## src/rtl/mem_wb_stage.sv

```systemverilog
// MEM/WB pipeline register: selects writeback data, qualifies the register-file
// write, keeps the last completed write for ID-stage bypass. Optional retired-
// instruction counter is built only when RETIRE_COUNT_EN is defined.
module mem_wb_stage #(
    parameter int RETIRE_W = 32
) (
    input  logic                clk,
    input  logic                rst,
    input  logic                stall,
    input  logic                flush,
    input  logic                in_valid,
    input  logic [31:0]         alu_result,
    input  logic [31:0]         read_data,
    input  logic [31:0]         pc_plus4,
    input  logic [4:0]          write_reg,
    input  logic                regwrite,
    input  logic [1:0]          memtoreg,
    output logic                out_valid,
    output logic [31:0]         wb_data,
    output logic [4:0]          wb_reg,
    output logic                wb_regwrite,
    output logic                lw_en,
    output logic [4:0]          lw_reg,
    output logic [31:0]         lw_data,
    output logic [RETIRE_W-1:0] retire_count
);

    logic        valid_q, valid_d;
    logic [31:0] data_q, data_d;
    logic [4:0]  reg_q, reg_d;
    logic        regwrite_q, regwrite_d;
    logic        lw_en_q, lw_en_d;
    logic [4:0]  lw_reg_q, lw_reg_d;
    logic [31:0] lw_data_q, lw_data_d;
    logic [31:0] sel_data_s;

    // Writeback source select
    always_comb begin
        sel_data_s = alu_result;
        case (memtoreg)
            2'b00:   sel_data_s = alu_result;
            2'b01:   sel_data_s = read_data;
            2'b10:   sel_data_s = pc_plus4;
            default: sel_data_s = alu_result;
        endcase
    end

    // Next-state: flush beats stall beats normal load
    always_comb begin
        valid_d    = valid_q;
        data_d     = data_q;
        reg_d      = reg_q;
        regwrite_d = regwrite_q;
        lw_en_d    = lw_en_q;
        lw_reg_d   = lw_reg_q;
        lw_data_d  = lw_data_q;
        if (flush) begin
            valid_d    = 1'b0;
            data_d     = 32'd0;
            reg_d      = 5'd0;
            regwrite_d = 1'b0;
            lw_en_d    = 1'b0;
        end else if (stall) begin
            valid_d    = valid_q;
        end else begin
            valid_d    = in_valid;
            data_d     = sel_data_s;
            reg_d      = write_reg;
            // x0 is never written, so it is never a bypass source either
            regwrite_d = in_valid & regwrite & (write_reg != 5'd0);
            if (regwrite_q) begin
                lw_en_d   = 1'b1;
                lw_reg_d  = reg_q;
                lw_data_d = data_q;
            end else begin
                lw_en_d   = lw_en_q;
            end
        end
    end

    // Pipeline and bypass registers
    always_ff @(posedge clk) begin
        if (rst) begin
            valid_q    <= 1'b0;
            data_q     <= 32'd0;
            reg_q      <= 5'd0;
            regwrite_q <= 1'b0;
            lw_en_q    <= 1'b0;
            lw_reg_q   <= 5'd0;
            lw_data_q  <= 32'd0;
        end else begin
            valid_q    <= valid_d;
            data_q     <= data_d;
            reg_q      <= reg_d;
            regwrite_q <= regwrite_d;
            lw_en_q    <= lw_en_d;
            lw_reg_q   <= lw_reg_d;
            lw_data_q  <= lw_data_d;
        end
    end

`ifdef RETIRE_COUNT_EN
    logic [RETIRE_W-1:0] retire_q, retire_d;

    // Count every WB-stage valid instruction leaving on a non-stalled edge
    always_comb begin
        retire_d = retire_q;
        if (!stall && valid_q) begin
            retire_d = retire_q + {{(RETIRE_W-1){1'b0}}, 1'b1};
        end else begin
            retire_d = retire_q;
        end
    end

    // Retire counter register
    always_ff @(posedge clk) begin
        if (rst) begin
            retire_q <= {RETIRE_W{1'b0}};
        end else begin
            retire_q <= retire_d;
        end
    end

    assign retire_count = retire_q;
`else
    assign retire_count = {RETIRE_W{1'b0}};
`endif

    assign out_valid   = valid_q;
    assign wb_data     = data_q;
    assign wb_reg      = reg_q;
    assign wb_regwrite = regwrite_q;
    assign lw_en       = lw_en_q;
    assign lw_reg      = lw_reg_q;
    assign lw_data     = lw_data_q;

endmodule

```

## config.mk

```make
export PLATFORM = sky130hd
export DESIGN_NAME = mem_wb_stage
export DESIGN_NICKNAME = d
export VERILOG_FILES = /design/src/rtl/mem_wb_stage.sv
export SDC_FILE = /design/constraint.sdc
export NUM_CORES = 1
export LEC_CHECK = 0
export BUFFER_PORTS_ARGS = -buffer_cell sky130_fd_sc_hd__buf_2
export CAP_MARGIN = 30
export CORE_ASPECT_RATIO = 0.8
export CORE_UTILIZATION = 38
export CTS_CLUSTER_SIZE = 8
export DETAILED_ROUTE_END_ITERATION = 10
export GPL_TIMING_DRIVEN = 0
export MAX_ROUTING_LAYER = met4
export PLACE_DENSITY = 0.87
export SYNTH_ARGS = -nofsm -noshare
export SYNTH_HDL_FRONTEND = slang
export SYNTH_SLANG_ARGS = --single-unit
```

## constraint.sdc

```tcl
create_clock -name clk -period 1.6 [get_ports clk]
set_input_delay 0.32 -clock clk [delete_from_list [all_inputs] [get_ports clk]]
set_output_delay 0.32 -clock clk [all_outputs]
set_load 0.1 [all_outputs]
```

## After elaboration in Yosys (flattened, before gate mapping)

Cells that the tools add are included.

| storage, ports and cells | value |
|---|---|
| register bits | 77 |
| input port bits | 109 |
| output and inout port bits | 109 |
| word-level logic and storage cells | 18 |

| cells by class | value |
|---|---|
| equality and inequality tests | 2 |
| muxes and demuxes | 1 |
| bitwise logic cells | 4 |
| reduce and logical (&&, ||, !) cells | 4 |

Operators with widths:

| kind | number |
|---|---|
| $pmux W32 S2 | 1 |
| $reduce_bool A5 Y1 | 1 |
| $reduce_and A3 Y1 | 1 |
| $and A1 B1 Y1 | 2 |
| $eq A2 B1 Y1 const B | 1 |
| $eq A2 B2 Y1 const B | 1 |
| $not A1 Y1 | 2 |
| $reduce_and A2 Y1 | 1 |
| $reduce_or A2 Y1 | 1 |

## Depth between registers and ports, before layout

| depth | value |
|---|---|
| depth after elaboration | 2 |
| mapped depth | 7 |
| gate-level depth less buffers | 5 |

## Least setup slack after synthesis

Ideal clock, no wire load.

| path | value |
|---|---|
| kind | reg-to-reg |
| start | register regwrite_q (netlist: wb_regwrite) |
| end | register lw_data_q[10] (netlist: lw_data[10]) |
| setup time | 0.132 ns |
| arrival time | 1.791 ns |
| data required time | 1.468 ns |
| path slack | -0.323 ns |
| stages on the path, launching flop included | 6 |
| buffers on the path | 2 |
| period minus slack after synthesis | 1.923 ns |
| cells stage by stage | dfxtp_1 -> or3b_1 -> buf_6 -> buf_6 -> nand2_1 -> a21oi_1 |

| between the ends | value |
|---|---|
| cells in the longest elaborated chain, start to end | 1 |

Ends and longest elaborated chain:

| element | line | source |
|---|---|---|
| from (decl) | 31 | `logic regwrite_q, regwrite_d;` |
| from (signal assigned) | 95 | `regwrite_q <= regwrite_d;` |
| $reduce_and A3 Y1 (no line) | - |  |
| to (signal assigned) | 98 | `lw_data_q <= lw_data_d;` |
| to (decl) | 34 | `logic [31:0] lw_data_q, lw_data_d;` |

Every way passes these cells.
A chain may end at the register's enable or synchronous reset.

## Worst setup path in the final report

| path | value |
|---|---|
| start | register data_q[30] (netlist: wb_data[30]) |
| end | output port wb_data[30] |

RTL lines:

| element | line | source |
|---|---|---|
| from (decl) | 29 | `logic [31:0] data_q, data_d;` |
| from (signal assigned) | 93 | `data_q <= data_d;` |
| to (decl) | 19 | `output logic [31:0] wb_data,` |

No word-level cell between the ends.

==> impl_metrics.ini <==
[run_status]
status = complete, no violations

[timing]
hold_slack_ns = 0.225
finalCriticalPeriod_ns = 1.53
final.setup_skew_ns = 0.00832
rsz0062_at_grt = false
final_max_slew_viol_count = 0
timing.final.setup_violations = 0
maxSlewHeadroom = 0.586
finalHoldViolations = 0
finalCritPeriodShare = 0.955
max_freq_ghz = 0.655
actual_slew_at_the_worst_max_slew_pin_ns = 0.621

[floorplanning]
vertical_extent_of_the_die_um = 86.4
boundaryPins = 218
placeableCoreArea_um2 = 8560
num_rows = 30
die_width_um = 108
floorplan.initialDensity = 0.396
die_area_um2 = 9290

[grt]
grt_remaining_overflow = 0
global_route_wire_length_before_repair_um = 16000
initial_antenna_violation_count = 0
gr-usage-all-layers = 0.232
largest_net_degree_at_the_start_of_global_routing = 15
number_of_global_route_vias_before_repair = 3355

[flow_run]
drv.max_cap_violation_count = 0

[logic_synthesis]
synth_warnings = 0
yosysUniqueCellTypes = 25
mappedNetlistArea_um2 = 3390
syn_area_per_cell_um2 = 8.93
synth_seq_area_share = 0.455
synth.ff_latch_count = 77
syn-instance-count = 379

[pwr]
cellLeakagePower_uw = 0.00229
intPower_uw = 2840
combinational_share_of_power = 0.276
p_seq_frac = 0.439
clock_power_share = 0.285
vdd_ir_drop_max_mv = 0.490
power.share.switching = 0.376
switchingPower_uw = 1710
powerDensity_nw_per_um2 = 961

[clock_tree]
clock_tree.htree_level_count = 3
cts.sink_count = 77
cts.hold.buffers_added = 0
path_clk_slew_ns = 0.08
clock_tree_from_tritoncts = yes
cts_setup_buffers = 0
post_cts.resized_instances = 0
cts_made_buffers = 9
worst_skew_pair_latency_ns = 0.34
clock_tree.root_cell = sky130_fd_sc_hd__clkbuf_8
cts_buffer_depth = 2

[worst_setup_path]
critical_path.endpoint_type = primary output
critPathRequiredTime_ns = 1.28
path_class = flip-flop to primary output
critical-path-top-delay-family = buffers and inverters
cp_max_fo = 3
cells_traversed_along_the_worst_timing_path = buf_2
timing.critical_path.slowest_stage_cell = sky130_fd_sc_hd__buf_2
cp-start-kind = flip-flop
critPathMaxStageDelay_ns = 0.46
critical_path_arrival_ns = 1.21
cp_num_buf_inv = 1

[place]
io_buffer_count = 185
finalWeightedCongestion = 0.831
dp.final_hpwl_um = 8650
numPlacedInstances = 707

[layout]
num-nets-final = 717
filler_cell_count = 815
layout-drive-gt1-share = 0.434
final-instance-count-excl-fill = 723
antenna_cells = 0
syn2layout_area_growth_pct = 40.2

[route]
vias = 3623
detail_route.iter0.violations = 250
wire_per_inst_um = 15.2
vias_per_cell = 5.01
final_antenna_net_count = 0
first_pass_detailed_route_iteration_total = 5
drcViolationCount = 0
drt-total-wl_um = 11000

[worst_hold_path]
timing.hold.worst.class = primary input to flip-flop
per-layer routing:
layer / GRT usage / wire length [um] / vias up
met5: - / 0 / -
met4: 0.0672 / 142 / 0
met1: 0.255 / 4380 / 1670
met2: 0.410 / 5690 / 180
met3: 0.0662 / 782 / 20
li1: - / - / 1753
layout by cell type (no fill, tap or decap):
| master | instances |
|---|---|
| sky130_fd_sc_hd__buf_2 | 189 |
| sky130_fd_sc_hd__dfxtp_1 | 76 |
| sky130_fd_sc_hd__nand2_1 | 75 |
| sky130_fd_sc_hd__a21oi_1 | 39 |
| sky130_fd_sc_hd__buf_4 | 35 |
| sky130_fd_sc_hd__conb_1 | 32 |
| sky130_fd_sc_hd__o22ai_1 | 31 |
| sky130_fd_sc_hd__nor3_1 | 31 |
| sky130_fd_sc_hd__a221oi_1 | 25 |
| sky130_fd_sc_hd__buf_6 | 13 |
| sky130_fd_sc_hd__clkbuf_1 | 11 |
| sky130_fd_sc_hd__nor2_1 | 9 |
| sky130_fd_sc_hd__clkbuf_8 | 9 |
| sky130_fd_sc_hd__a221oi_2 | 7 |
| sky130_fd_sc_hd__mux2i_1 | 6 |
| sky130_fd_sc_hd__clkinv_4 | 4 |
| sky130_fd_sc_hd__inv_1 | 2 |
| sky130_fd_sc_hd__or2_1 | 2 |
| sky130_fd_sc_hd__buf_1 | 2 |
| sky130_fd_sc_hd__ha_1 | 2 |
| sky130_fd_sc_hd__clkinv_2 | 2 |
| sky130_fd_sc_hd__inv_2 | 1 |
| sky130_fd_sc_hd__or2b_4 | 1 |
| sky130_fd_sc_hd__nor3b_4 | 1 |
| sky130_fd_sc_hd__or3b_1 | 1 |
| sky130_fd_sc_hd__a2111oi_2 | 1 |
| sky130_fd_sc_hd__or4_1 | 1 |
| sky130_fd_sc_hd__o2111ai_1 | 1 |
| sky130_fd_sc_hd__clkinvlp_4 | 1 |
| sky130_fd_sc_hd__dfxtp_2 | 1 |
path summary, 6_finish.rpt:
check,startpoint,endpoint,slack [ns],cells past startpoint
min,write_reg[1],wb_reg[1],0.22,3
max reg2reg,wb_regwrite,lw_data[13],0.21,4
min reg2reg,lw_data[8],lw_data[8],0.46,2
max,wb_data[30],wb_data[30],0.07,1
power by group through the flow:
stage | sequential, uW | clock [uW] | combinational (uW)
finish | 2000 | 1300 | 1260
global route | 2010 | 1430 | 1310
CTS | 2000 | 1340 | 1260
detailed placement | 2050 | 0 | 1250
global placement | 2040 | 0 | 1230
floorplan | 2370 | 0 | 653
layout make-up:
| cell class | instances | area (um2) | area share |
|---|---|---|---|
| Buffer | 65 | 478 | 0.101 |
| Clock buffer | 9 | 124 | 0.0261 |
| Clock inverter | 7 | 52.6 | 0.0111 |
| Inverter | 3 | 11.3 | 0.00237 |
| Multi-Input combinational cell | 265 | 1470 | 0.310 |
| Sequential cell | 77 | 1540 | 0.325 |
| Tap cell | 112 | 140 | 0.0295 |
| Timing Repair Buffer | 185 | 926 | 0.195 |
cells in the mapped netlist (all sizes together):
cell type  instances  area share
a21oi             39       0.058
or2                2      0.0037
o22ai             31       0.057
o2111ai            1      0.0026
or3b               1      0.0026
buf               54        0.13
conb               1      0.0011
ha                 2      0.0074
nor2               9       0.010
nand2             75       0.083
nor3b              1      0.0055
or4                1      0.0022
a221oi            32       0.096
clkbuf            11       0.012
inv                3      0.0033
or2b               1      0.0033
a2111oi            1      0.0044
dfxtp             77        0.46
mux2i              6       0.018
nor3              31       0.046
cell families (layout without fill, tap and decap cells):
| logic type | count (synthesis) | count (layout) | synth area share |
|---|---|---|---|
| adder cells (fa/ha/maj) | 2 | 2 | 0.00739 |
| AO/OA/AOI/OAI | 104 | 104 | 0.218 |
| AND/OR/NAND/NOR | 121 | 121 | 0.156 |
| flip-flops | 77 | 77 | 0.455 |
| buffers and inverters | 68 | 269 | 0.144 |
| other | 1 | 32 | 0.00111 |
| multiplexers | 6 | 6 | 0.0177 |
per-stage QoR:
| stage | power [uW] | area (um2) | utilization | setup WS (ns) | TNS [ns] |
|---|---|---|---|---|---|
| floorplan | 3020 | 3500 | - | 0.00453 | 0 |
| global placement | 3280 | 4570 | 0.534 | -0.190 | -3.28 |
| detailed placement | 3300 | 4570 | 0.534 | -0.259 | -4.67 |
| CTS | 4590 | 4750 | 0.555 | 0.0577 | 0 |
| global route | 4750 | 4750 | 0.555 | 0.0315 | 0 |
| finish | 4560 | 4750 | 0.555 | 0.0728 | 0 |
No activity file was read; power rests on OpenSTA's default activity.
